===== src/rtl/wb_pkg.sv =====
// Shared widths, the buffered long-latency result record and the r0 write
// suppression rule for the writeback arbiter.
package wb_pkg;

    localparam int DW = 32;
    localparam int AW = 5;
    localparam logic [AW-1:0] ZERO_REG = {AW{1'b0}};

    typedef struct packed {
        logic [AW-1:0] waddr;
        logic [DW-1:0] wdata;
    } wb_entry_t;

    // A selected write only reaches the register file when it does not target r0.
    function automatic logic wb_we(input logic sel, input logic [AW-1:0] waddr);
        return sel && (waddr != ZERO_REG);
    endfunction

endpackage


===== src/rtl/wb_arbiter_if.sv =====
// Writeback bus: pipeline results, long-latency results, issue tracking,
// decode busy queries and the register-file write port.
interface wb_arbiter_if;
    import wb_pkg::*;

    logic          pipe_we;
    logic [AW-1:0] pipe_waddr;
    logic [DW-1:0] pipe_wdata;
    logic          lu_valid;
    logic          lu_ready;
    logic [AW-1:0] lu_waddr;
    logic [DW-1:0] lu_wdata;
    logic          issue_valid;
    logic [AW-1:0] issue_waddr;
    logic [AW-1:0] rs_addr;
    logic [AW-1:0] rt_addr;
    logic          rs_busy;
    logic          rt_busy;
    logic          stall_req;
    logic          rf_we;
    logic [AW-1:0] rf_waddr;
    logic [DW-1:0] rf_wdata;

    modport slave (
        input  pipe_we, pipe_waddr, pipe_wdata,
        input  lu_valid, lu_waddr, lu_wdata,
        output lu_ready,
        input  issue_valid, issue_waddr, rs_addr, rt_addr,
        output rs_busy, rt_busy, stall_req,
        output rf_we, rf_waddr, rf_wdata
    );

    modport master (
        output pipe_we, pipe_waddr, pipe_wdata,
        output lu_valid, lu_waddr, lu_wdata,
        input  lu_ready,
        output issue_valid, issue_waddr, rs_addr, rt_addr,
        input  rs_busy, rt_busy, stall_req,
        input  rf_we, rf_waddr, rf_wdata
    );

endinterface


===== src/rtl/wb_fifo.sv =====
// Small synchronous FIFO holding long-latency results until they win the
// register-file write port. Full/empty derive from the registered count.
module wb_fifo #(
    parameter int DEPTH = 2,
    parameter int W     = 37
) (
    input  logic                   clk,
    input  logic                   rst,
    input  logic                   push,
    input  logic                   pop,
    input  logic [W-1:0]           din,
    output logic [W-1:0]           dout,
    output logic                   full,
    output logic                   empty,
    output logic [$clog2(DEPTH):0] count
);
    localparam int PW = $clog2(DEPTH);
    localparam int CW = PW + 1;
    localparam logic [PW-1:0] LAST_PTR = PW'(DEPTH - 1);
    localparam logic [CW-1:0] CAP      = CW'(DEPTH);

    logic [W-1:0]  mem_d [DEPTH];
    logic [W-1:0]  mem_q [DEPTH];
    logic [PW-1:0] wr_ptr_d, wr_ptr_q;
    logic [PW-1:0] rd_ptr_d, rd_ptr_q;
    logic [CW-1:0] count_d, count_q;
    logic          push_ok_s, pop_ok_s;

    assign full  = (count_q == CAP);
    assign empty = (count_q == {CW{1'b0}});
    assign count = count_q;
    assign dout  = mem_q[rd_ptr_q];

    // Next-state for storage, wrapping pointers and occupancy.
    always_comb begin
        push_ok_s = push & ~full;
        pop_ok_s  = pop & ~empty;
        mem_d     = mem_q;
        wr_ptr_d  = wr_ptr_q;
        rd_ptr_d  = rd_ptr_q;
        if (push_ok_s) begin
            mem_d[wr_ptr_q] = din;
            wr_ptr_d = (wr_ptr_q == LAST_PTR) ? {PW{1'b0}} : wr_ptr_q + PW'(1);
        end else begin
            wr_ptr_d = wr_ptr_q;
        end
        if (pop_ok_s) begin
            rd_ptr_d = (rd_ptr_q == LAST_PTR) ? {PW{1'b0}} : rd_ptr_q + PW'(1);
        end else begin
            rd_ptr_d = rd_ptr_q;
        end
        case ({push_ok_s, pop_ok_s})
            2'b10:   count_d = count_q + CW'(1);
            2'b01:   count_d = count_q - CW'(1);
            default: count_d = count_q;
        endcase
    end

    // Control state register; reset flushes every entry.
    always_ff @(posedge clk) begin
        if (!rst) begin
            wr_ptr_q <= {PW{1'b0}};
            rd_ptr_q <= {PW{1'b0}};
            count_q  <= {CW{1'b0}};
        end else begin
            wr_ptr_q <= wr_ptr_d;
            rd_ptr_q <= rd_ptr_d;
            count_q  <= count_d;
        end
    end

    // Payload storage; validity is tracked by the pointers alone.
    always_ff @(posedge clk) begin
        mem_q <= mem_d;
    end

endmodule


===== src/rtl/wb_arbiter.sv =====
// Owns the single register-file write port: pipeline results win, buffered
// long-latency results fill idle slots, and a busy bitmap guards decode.
module wb_arbiter
    import wb_pkg::*;
#(
    parameter int FIFO_DEPTH = 2,
    parameter int STARVE_MAX = 4
) (
    input  logic        clk,
    input  logic        rst,
    wb_arbiter_if.slave bus
);
    localparam int NREG = 2 ** AW;
    localparam int CW   = $clog2(FIFO_DEPTH) + 1;
    localparam int SW   = $clog2(STARVE_MAX + 1);
    localparam logic [SW-1:0] STARVE_LIM = SW'(STARVE_MAX);
    localparam logic [CW-1:0] DEPTH_CNT  = CW'(FIFO_DEPTH);

    wb_entry_t     fifo_din_s;
    wb_entry_t     fifo_dout_s;
    logic          fifo_push_s;
    logic          fifo_pop_s;
    logic          fifo_full_s;
    logic          fifo_empty_s;
    logic [CW-1:0] fifo_count_s;

    logic          sel_s;
    logic [AW-1:0] sel_waddr_s;
    logic [DW-1:0] sel_wdata_s;

    logic            rf_we_d, rf_we_q;
    logic [AW-1:0]   rf_waddr_d, rf_waddr_q;
    logic [DW-1:0]   rf_wdata_d, rf_wdata_q;
    logic            stall_req_d, stall_req_q;
    logic [NREG-1:0] busy_d, busy_q;
    logic [SW-1:0]   starve_d, starve_q;

    assign bus.lu_ready     = rst & ~fifo_full_s;
    assign fifo_push_s      = bus.lu_valid & bus.lu_ready;
    assign fifo_din_s.waddr = bus.lu_waddr;
    assign fifo_din_s.wdata = bus.lu_wdata;

    wb_fifo #(
        .DEPTH (FIFO_DEPTH),
        .W     ($bits(wb_entry_t))
    ) u_fifo (
        .clk   (clk),
        .rst   (rst),
        .push  (fifo_push_s),
        .pop   (fifo_pop_s),
        .din   (fifo_din_s),
        .dout  (fifo_dout_s),
        .full  (fifo_full_s),
        .empty (fifo_empty_s),
        .count (fifo_count_s)
    );

    // Fixed priority: the pipeline is never back-pressured, the FIFO head fills gaps.
    always_comb begin
        sel_s       = 1'b0;
        fifo_pop_s  = 1'b0;
        sel_waddr_s = rf_waddr_q;
        sel_wdata_s = rf_wdata_q;
        if (bus.pipe_we) begin
            sel_s       = 1'b1;
            sel_waddr_s = bus.pipe_waddr;
            sel_wdata_s = bus.pipe_wdata;
        end else if (!fifo_empty_s) begin
            sel_s       = 1'b1;
            fifo_pop_s  = 1'b1;
            sel_waddr_s = fifo_dout_s.waddr;
            sel_wdata_s = fifo_dout_s.wdata;
        end else begin
            sel_s = 1'b0;
        end
        rf_we_d    = wb_we(sel_s, sel_waddr_s);
        rf_waddr_d = sel_waddr_s;
        rf_wdata_d = sel_wdata_s;
    end

    // Busy bitmap: a new issue must win over a retiring entry for the same register.
    always_comb begin
        busy_d = busy_q;
        if (fifo_pop_s) begin
            busy_d[fifo_dout_s.waddr] = 1'b0;
        end else begin
            busy_d = busy_q;
        end
        if (bus.issue_valid && (bus.issue_waddr != ZERO_REG)) begin
            busy_d[bus.issue_waddr] = 1'b1;
        end else begin
            busy_d[0] = 1'b0;
        end
        busy_d[0] = 1'b0;
    end

    // Starvation: count cycles the head loses to the pipeline, saturating.
    always_comb begin
        if (fifo_empty_s || fifo_pop_s) begin
            starve_d = {SW{1'b0}};
        end else if (bus.pipe_we && (starve_q != STARVE_LIM)) begin
            starve_d = starve_q + SW'(1);
        end else begin
            starve_d = starve_q;
        end
        stall_req_d = (starve_q >= STARVE_LIM) | (fifo_count_s == DEPTH_CNT);
    end

    // Output, scoreboard and starvation registers.
    always_ff @(posedge clk) begin
        if (!rst) begin
            rf_we_q     <= 1'b0;
            rf_waddr_q  <= {AW{1'b0}};
            rf_wdata_q  <= {DW{1'b0}};
            stall_req_q <= 1'b0;
            busy_q      <= {NREG{1'b0}};
            starve_q    <= {SW{1'b0}};
        end else begin
            rf_we_q     <= rf_we_d;
            rf_waddr_q  <= rf_waddr_d;
            rf_wdata_q  <= rf_wdata_d;
            stall_req_q <= stall_req_d;
            busy_q      <= busy_d;
            starve_q    <= starve_d;
        end
    end

    assign bus.rf_we     = rf_we_q;
    assign bus.rf_waddr  = rf_waddr_q;
    assign bus.rf_wdata  = rf_wdata_q;
    assign bus.stall_req = stall_req_q;
    assign bus.rs_busy   = busy_q[bus.rs_addr];
    assign bus.rt_busy   = busy_q[bus.rt_addr];

endmodule


===== src/flat_wrapper.sv =====
// flat-port wrapper written by rule: the top's interface ports become plain ports
module wb_arbiter_flat import wb_pkg::*;
#(
    parameter int FIFO_DEPTH = 2,
    parameter int STARVE_MAX = 4
)
  (clk, rst, bus_pipe_we, bus_pipe_waddr, bus_pipe_wdata, bus_lu_valid, bus_lu_waddr, bus_lu_wdata, bus_lu_ready, bus_issue_valid, bus_issue_waddr, bus_rs_addr, bus_rt_addr, bus_rs_busy, bus_rt_busy, bus_stall_req, bus_rf_we, bus_rf_waddr, bus_rf_wdata);
  wb_arbiter_if bus_i ();
  input  logic clk;
  input  logic rst;
  input wire logic [$bits(bus_i.pipe_we)-1:0] bus_pipe_we;
  input wire logic [$bits(bus_i.pipe_waddr)-1:0] bus_pipe_waddr;
  input wire logic [$bits(bus_i.pipe_wdata)-1:0] bus_pipe_wdata;
  input wire logic [$bits(bus_i.lu_valid)-1:0] bus_lu_valid;
  input wire logic [$bits(bus_i.lu_waddr)-1:0] bus_lu_waddr;
  input wire logic [$bits(bus_i.lu_wdata)-1:0] bus_lu_wdata;
  output wire logic [$bits(bus_i.lu_ready)-1:0] bus_lu_ready;
  input wire logic [$bits(bus_i.issue_valid)-1:0] bus_issue_valid;
  input wire logic [$bits(bus_i.issue_waddr)-1:0] bus_issue_waddr;
  input wire logic [$bits(bus_i.rs_addr)-1:0] bus_rs_addr;
  input wire logic [$bits(bus_i.rt_addr)-1:0] bus_rt_addr;
  output wire logic [$bits(bus_i.rs_busy)-1:0] bus_rs_busy;
  output wire logic [$bits(bus_i.rt_busy)-1:0] bus_rt_busy;
  output wire logic [$bits(bus_i.stall_req)-1:0] bus_stall_req;
  output wire logic [$bits(bus_i.rf_we)-1:0] bus_rf_we;
  output wire logic [$bits(bus_i.rf_waddr)-1:0] bus_rf_waddr;
  output wire logic [$bits(bus_i.rf_wdata)-1:0] bus_rf_wdata;
  assign bus_i.pipe_we = bus_pipe_we;
  assign bus_i.pipe_waddr = bus_pipe_waddr;
  assign bus_i.pipe_wdata = bus_pipe_wdata;
  assign bus_i.lu_valid = bus_lu_valid;
  assign bus_i.lu_waddr = bus_lu_waddr;
  assign bus_i.lu_wdata = bus_lu_wdata;
  assign bus_lu_ready = bus_i.lu_ready;
  assign bus_i.issue_valid = bus_issue_valid;
  assign bus_i.issue_waddr = bus_issue_waddr;
  assign bus_i.rs_addr = bus_rs_addr;
  assign bus_i.rt_addr = bus_rt_addr;
  assign bus_rs_busy = bus_i.rs_busy;
  assign bus_rt_busy = bus_i.rt_busy;
  assign bus_stall_req = bus_i.stall_req;
  assign bus_rf_we = bus_i.rf_we;
  assign bus_rf_waddr = bus_i.rf_waddr;
  assign bus_rf_wdata = bus_i.rf_wdata;
  wb_arbiter #(.FIFO_DEPTH(FIFO_DEPTH), .STARVE_MAX(STARVE_MAX)) u_core (.clk(clk), .rst(rst), .bus(bus_i));
endmodule

===== config.mk =====
export PLATFORM = sky130hd
export DESIGN_NAME = wb_arbiter_flat
export DESIGN_NICKNAME = d
export VERILOG_FILES = /design/src/rtl/wb_pkg.sv /design/src/rtl/wb_arbiter_if.sv /design/src/rtl/wb_fifo.sv /design/src/rtl/wb_arbiter.sv /design/src/flat_wrapper.sv
export SDC_FILE = /design/constraint.sdc
export NUM_CORES = 1
export LEC_CHECK = 0
export CORE_MARGIN = 5
export CORE_UTILIZATION = 51
export DETAILED_ROUTE_END_ITERATION = 10
export MAX_ROUTING_LAYER = met4
export PLACE_DENSITY = 0.8
export SYNTH_ARGS = -nofsm -noshare
export SYNTH_HDL_FRONTEND = slang
export SYNTH_SLANG_ARGS = --single-unit

===== constraint.sdc =====
create_clock -name clk -period 3 [get_ports clk]
set_input_delay 0.3 -clock clk [delete_from_list [all_inputs] [get_ports clk]]
set_output_delay 0.3 -clock clk [all_outputs]
set_load 0.03 [all_outputs]

Yosys cells after proc, flatten, opt, wreduce, memory -nomap -nowiden:

Cells that the tools add are included.

* output and inout port bits: 42
* flip-flop bits (word level): 152
* word-level logic and storage cells: 83
* input bits: 94

* equal/unequal tests: 5
* order comparisons: 10
* $add $sub $neg: 5
* bitwise gates (word level): 13
* muxes and demuxes: 26
* reduce and logical (&&, ||, !) cells: 12

Operator list (count)
* 2-to-1 mux 37 bit: 4
* 2-to-1 mux 32 bit: 3
* bitwise mux 74 bit: 1
* demux 37 bit (select 1 bit): 1
* bitwise AND 32 bit: 1
* inverter 32 bit: 1
* bitwise OR 32 bit: 1
* 2-to-1 mux 31 bit: 1
* less-than comparator 5 x 6 -> 1 bit, second input constant: 4
* binary-select mux 1 bit (select 5 bit): 2
* demux 1 bit (select 5 bit): 2
* greater-or-equal comparator 5 x 1 -> 1 bit, second input constant: 2
* 2-to-1 mux 5 bit: 2
* nonzero test 5 bit: 2
* 2-to-1 mux 1 bit: 9
* logical AND 1 bit: 6
* bitwise AND 1 bit: 4
* == test 2 bit, second input constant: 2
* greater-or-equal comparator 2 bit, second input constant: 2
* inverter 1 -> 2 bit: 2
* case mux 2 bit (2 select lines): 1
* adder 3 x 1 -> 3 bit, second input constant: 1
* greater-or-equal comparator 3 bit, second input constant: 1
* != test 3 bit, second input constant: 1
* 12 further kinds: 15

Longest topological paths before layout:

Gate-level depths: netlist of the first run.

* depth in word-level cells: 13
* depth in mapped cells: 7

Hierarchy:

Synthesis of the first run repeated with hierarchy kept, for this count alone.

* cell total of the unflattened synthesis: 599
* area total of the unflattened synthesis: 6785.3 um2

By module, submodules not included
* wb_arbiter: area an instance 3922.5 um2, sequential area each 1461.4 um2, instances 1, cells an instance 459
* wb_fifo: area an instance 2862.7 um2, sequential area each 2302.2 um2, instances 1, cells an instance 140

Worst setup path after synthesis of the first run:

OpenSTA, ideal clock, no wires.

* path kind: reg2reg
* from: reg u_core.u_fifo.count_q[0], in the netlist u_core.u_fifo.count[0]
* to: reg u_core.u_fifo.mem_q[0] (netlist bit) (enable)
* path buffers: 1
* clock period less this slack: 2.726 ns
* slack: 0.274 ns
* library setup time: 0.431 ns
* data arrival time: 2.294 ns
* stages on the path, launching flop included: 5
* path through: dfxtp_1 buf_6 nand2b_1 nand3_1 nor2_1

* longest elaborated chain between the ends: 5

Ends and longest elaborated chain
* from (decl): line wb_fifo.sv:26 `logic [CW-1:0] count_d, count_q;`
* from (signal assigned): line wb_fifo.sv:64 `count_q <= {CW{1'b0}};`
* from (signal assigned): line wb_fifo.sv:68 `count_q <= count_d;`
* == test 2 bit *: line wb_fifo.sv:29 `assign full = (count_q == CAP);`
* inverter 1 bit *: line wb_fifo.sv:36, wb_arbiter.sv:38
* bitwise AND 1 bit: line wb_arbiter.sv:38 `assign bus.lu_ready = rst & ~fifo_full_s;`
* bitwise AND 1 bit: line wb_arbiter.sv:39 `assign fifo_push_s = bus.lu_valid & bus.lu_ready;`
* bitwise AND 1 bit *: line wb_fifo.sv:36 `push_ok_s = push & ~full;`
* to (signal assigned): line wb_fifo.sv:74 `mem_q <= mem_d;`
* to (decl): line wb_fifo.sv:23 `logic [W-1:0] mem_q [DEPTH];`

Every way passes the cells marked *; elsewhere a longest branch is shown, timed or not.
A chain may end at the register's enable or synchronous reset.

Final worst setup path of the first run:

* from: in bus_rt_addr[0]
* to: out bus_rt_busy

* longest elaborated chain between the ends: 2

Ends and longest elaborated chain
* from (decl): line flat_wrapper.sv:21 `input wire logic [$bits(bus_i.rt_addr)-1:0] bus_rt_addr;`
* binary-select mux 1 bit (select 5 bit): line wb_arbiter.sv:133 `assign bus.rt_busy = busy_q[bus.rt_addr];`
* 2-to-1 mux 1 bit (not written as such): line wb_arbiter.sv:133
* to (decl): line flat_wrapper.sv:23 `output wire logic [$bits(bus_i.rt_busy)-1:0] bus_rt_busy;`

No other way between the ends. The select of a mux whose other input is x is not followed.

==> flow_summary.rst, run 1 <==
.. list-table::
   :header-rows: 1

   * - Metric
     - Value
   * - DR iter-0 viols
     - 461
   * - Post-synthesis async set-or-reset flop share
     - 0%
   * - Detailed-route wire length per cell
     - 17.95 µm
   * - Total leakage power
     - 2.882 nW
   * - Buffers inserted by post-CTS timing repair
     - 0
   * - Count of final hold-check violations
     - 0
   * - Largest net degree at the start of global routing
     - 53
   * - Syn Nets
     - between 700 and 800
   * - Launching element type of the critical path
     - input port
   * - Worst-case vdd ir drop
     - 666.8 µV
   * - Leading cell types in the layout, fill and taps excluded
     - 135 x clkdlybuf4s50_1, 103 x nand2_1, 76 x a21oi_1, 76 x dfxtp_1, 74 x edfxtp_1
   * - Sequential Power Share
     - 39.7%
   * - Inserted Clock Buffers
     - 17
   * - Final weighted congestion of routability-driven global placement
     - about 0.9
   * - Number of vias per cell
     - about 5.6
   * - I/O Buffers
     - approximately 140
   * - Slew at the pin closest to its max-slew limit
     - 0.9592 ns
   * - Cells after synthesis
     - 617
   * - Crit path cell chain
     - clkdlybuf4s50_1, mux4_2, nand2b_1, o211ai_1, nand4_1, clkdlybuf4s50_1
   * - WP data required
     - 2.70 ns
   * - Cell area after synthesis
     - 6574 µm²
   * - Number of antenna violations at the first check in global routing
     - 0
   * - Die Span Y
     - about 120 µm
   * - Critical path fanouts, max
     - 7
   * - Classification of the worst-slack hold path
     - input port to register
   * - Int Pwr
     - ~0.0043 W
   * - DRC errors left
     - 0
   * - Final number of max-transition violations
     - 0
   * - Overflow after GRT
     - 0
   * - Number of placed I/O pins
     - roughly 140
   * - Core Area
     - approximately 13,000 µm²
   * - Clock slew at reported path FFs
     - 0.06 ns
   * - Clock buffer depth
     - 2
   * - RSZ-0062 raised after global routing
     - false
   * - Number of antenna repair diodes
     - 0
   * - TritonCTS Sinks
     - 151
   * - Share of power burned in the clock network
     - about 32%
   * - Most used cell, CP
     - clkdlybuf4s50_1
   * - Arrival time of data at the critical path endpoint
     - about 2.5 ns
   * - Site Rows
     - 41
   * - YS warnings
     - 0
   * - Via count of the first global-routing pass
     - between 5,000 and 6,000
   * - Number of buffers and inverters on the critical path
     - 2
   * - Hold-fix buffers at CTS
     - 0
   * - Wire length of the first global-routing pass
     - 26,090 µm
   * - Proportion of synthesized chip area in sequential cells
     - between 50% and 60%
   * - Share of the clock period used by the worst path
     - a little over nine tenths
   * - Proportion of power drawn by combinational gates
     - 28.3%
   * - Vias post-DR
     - between 5,000 and 6,000
   * - Area of the die
     - 15,260 µm²
   * - 1st-pass router iterations
     - 7
   * - Worst-Skew Late Latency
     - 0.42 ns
   * - Post-route antenna net violation count
     - 0
   * - Fmax achieved
     - 354.4 MHz
   * - Worst setup path category
     - input port to output port
   * - Kind of cell adding the most delay to the critical path
     - buffers and inverters
   * - Power per cell area
     - about 740 nW/µm²
   * - Number of resized instances in the post-cts repair step
     - 0
   * - Overall die width
     - 123.5 µm
   * - Worst path setup slack after routing
     - 0.1783 ns
   * - Kind of end point of the critical path
     - output port
   * - Share of post-route cells with drive strength above 1
     - 7.713%
   * - Clock root cell
     - clkbuf_16
   * - Net switching power
     - 0.002006 W
   * - Predominant post-synthesis flop cell
     - dfxtp_1
   * - Layout overhead on the synthesized area
     - 30.95%
   * - Max-cap check violation count
     - 0
   * - Most common library cell in the layout ignoring fill and taps
     - clkdlybuf4s50_1
   * - Number of flip-flops and latches in the synthesized netlist
     - around 150
   * - CTS H-Tree Depth
     - 4
   * - Cell with the largest stage delay on the worst path
     - clkdlybuf4s50_1
   * - Initial core utilization
     - roughly 52%
   * - Switching part of the total
     - 31.61%
   * - Worst Skew
     - about 0.0083 ns
   * - Longest individual stage delay on the worst path
     - 0.67 ns
   * - Wire length after detailed routing
     - 16,580 µm
   * - Unique masters post-synth
     - 45
   * - Count of flip-flops with a built-in enable after synthesis
     - 74
   * - Run status
     - complete, no violations
   * - # setup viols final
     - 0
   * - Accumulated negative setup slack
     - 0 ns
   * - Worst Setup Slack post-DPL
     - 0.1793 ns
   * - Mean instance size in the synthesized netlist
     - 10.65 µm²
   * - Post-layout minimum cycle time
     - 2.822 ns
   * - Clock tree from TritonCTS
     - yes
   * - Total global-route track usage
     - about 23%
   * - Final layout net count
     - between 800 and 900
   * - Half-perimeter wire length after placement
     - 11,790 µm
   * - Rel. slew slack
     - between 30% and 40%
==> power by group through the flow <==
stage / Combinational [W] / Sequential [W] / Clock (W)
after detailed placement: 0.00178 / 0.00256 / 0
after floorplan: 0.00109 / 0.00270 / 0
after global routing: 0.00194 / 0.00254 / 0.00215
after global placement: 0.00176 / 0.00255 / 0
final: 0.00179 / 0.00252 / 0.00204
after CTS: 0.00179 / 0.00252 / 0.00206
==> per-layer routing <==
metal / routed length (µm) / global-route usage (%) / up-vias
li1: - / - / 2487
met1: 7167 / 28.43 / 2479
met2: 7959 / 35.88 / 190
met3: 1043 / 6.633 / 28
met4: 412 / 8.443 / 0
met5: 0 / - / -
==> final cells by class <==
type | count | area (µm²)
clock buffer | 21 | 440.4
clock inverter | 11 | 123.9
fill | 963 | 4011
inverter | 9 | 33.78
multi-input combinational | 417 | 2594
sequential | 151 | 3765
tap | 172 | 215.2
timing repair buffer | 143 | 1436
==> state kept, by name, summed over array words and instances, names as in the netlist <==
register and count:
u_core.bus.rf_we 1, u_core.u_fifo.rd_ptr_q 1, u_core.u_fifo.count 2, u_core.u_fifo.mem_q 74, u_core.bus.stall_req 1, u_core.bus.rf_waddr 5
u_core.starve_q 3, u_core.u_fifo.wr_ptr_q 1, u_core.bus.rf_wdata 32, u_core.busy_q 31
==> Yosys cell counts, types with 3 or more instances <==
cell	instances	area share (%)
a22oi_1	4	0.46
dfxtp_1	77	23
inv_1	7	0.40
clkbuf_1	19	1.1
mux2_2	3	0.51
buf_4	3	0.34
nor2_1	26	1.5
and2_1	3	0.29
nand2b_1	8	0.76
nor2b_1	6	0.57
buf_2	11	0.84
edfxtp_1	74	34
buf_1	4	0.23
buf_6	3	0.51
nand3_2	3	0.46
nor3_1	8	0.61
ha_1	3	0.57
xnor2_1	4	0.53
mux2i_1	52	7.9
a21oi_1	76	5.8
mux4_2	6	2.1
nand3_1	14	1.1
o211ai_1	34	3.9
o21ai_0	20	1.5
nand2_1	103	5.9
o21ai_1	16	1.2
a211oi_1	6	0.69
==> worst register-to-register path: stages, from the launching register on <==
cell      delay [ns]
dfxtp_1         0.50
or2_2           0.81
buf_4           0.42
nand2_1         0.10
o211ai_1        0.10
a21oi_1         0.09
==> through the flow <==
step	power (W)	std cells	util, %	instance area [µm²]	hold WS (ns)
3_5_place_dp	0.004335	892	63.74	8044	0.4989
2_1_floorplan	0.003790	617	-	6574	0.3989
6_report	0.006347	924	68.21	8608	0.4302
3_3_place_gp	0.004310	892	63.74	8044	0.4769
5_1_grt	0.006626	924	68.21	8608	0.4318
4_1_cts	0.006368	924	68.21	8608	0.4199
==> path summary, 6_finish.rpt <==
path                                              from                       to  slack [ns]  cells past startpoint
worst min register to register       u_core.busy_q[28]        u_core.busy_q[28]        0.51                      2
worst max-delay path                    bus_rt_addr[0]              bus_rt_busy        0.18                      6
worst min-delay path                bus_pipe_wdata[10]  u_core.bus.rf_wdata[10]        0.43                      3
worst max register to register  u_core.u_fifo.count[0]   u_core.bus.rf_wdata[6]        0.87                      5
==> cell families after synthesis <==
logic type / Yosys count / share of synthesized area, %
simple gates: 182 / 12.39
compound gates: 163 / 14.47
flops: 151 / 57.25
mux: 64 / 11.13
buf+inv: 49 / 3.521
xor+xnor: 5 / 0.6661
fa+ha+maj: 3 / 0.5711
Power figures use the tool's default switching activity.
==> run 2, diff against run 1 <==
--- a/config.mk
+++ b/config.mk
@@ -5,6 +5,7 @@
 export SDC_FILE = /design/constraint.sdc
 export NUM_CORES = 1
 export LEC_CHECK = 0
+export CAP_MARGIN = 20
 export CORE_MARGIN = 5
 export CORE_UTILIZATION = 51
 export DETAILED_ROUTE_END_ITERATION = 10
==> results of run 2 <==
Same layout as run 1: the final DEF is identical, and so are final timing and power.
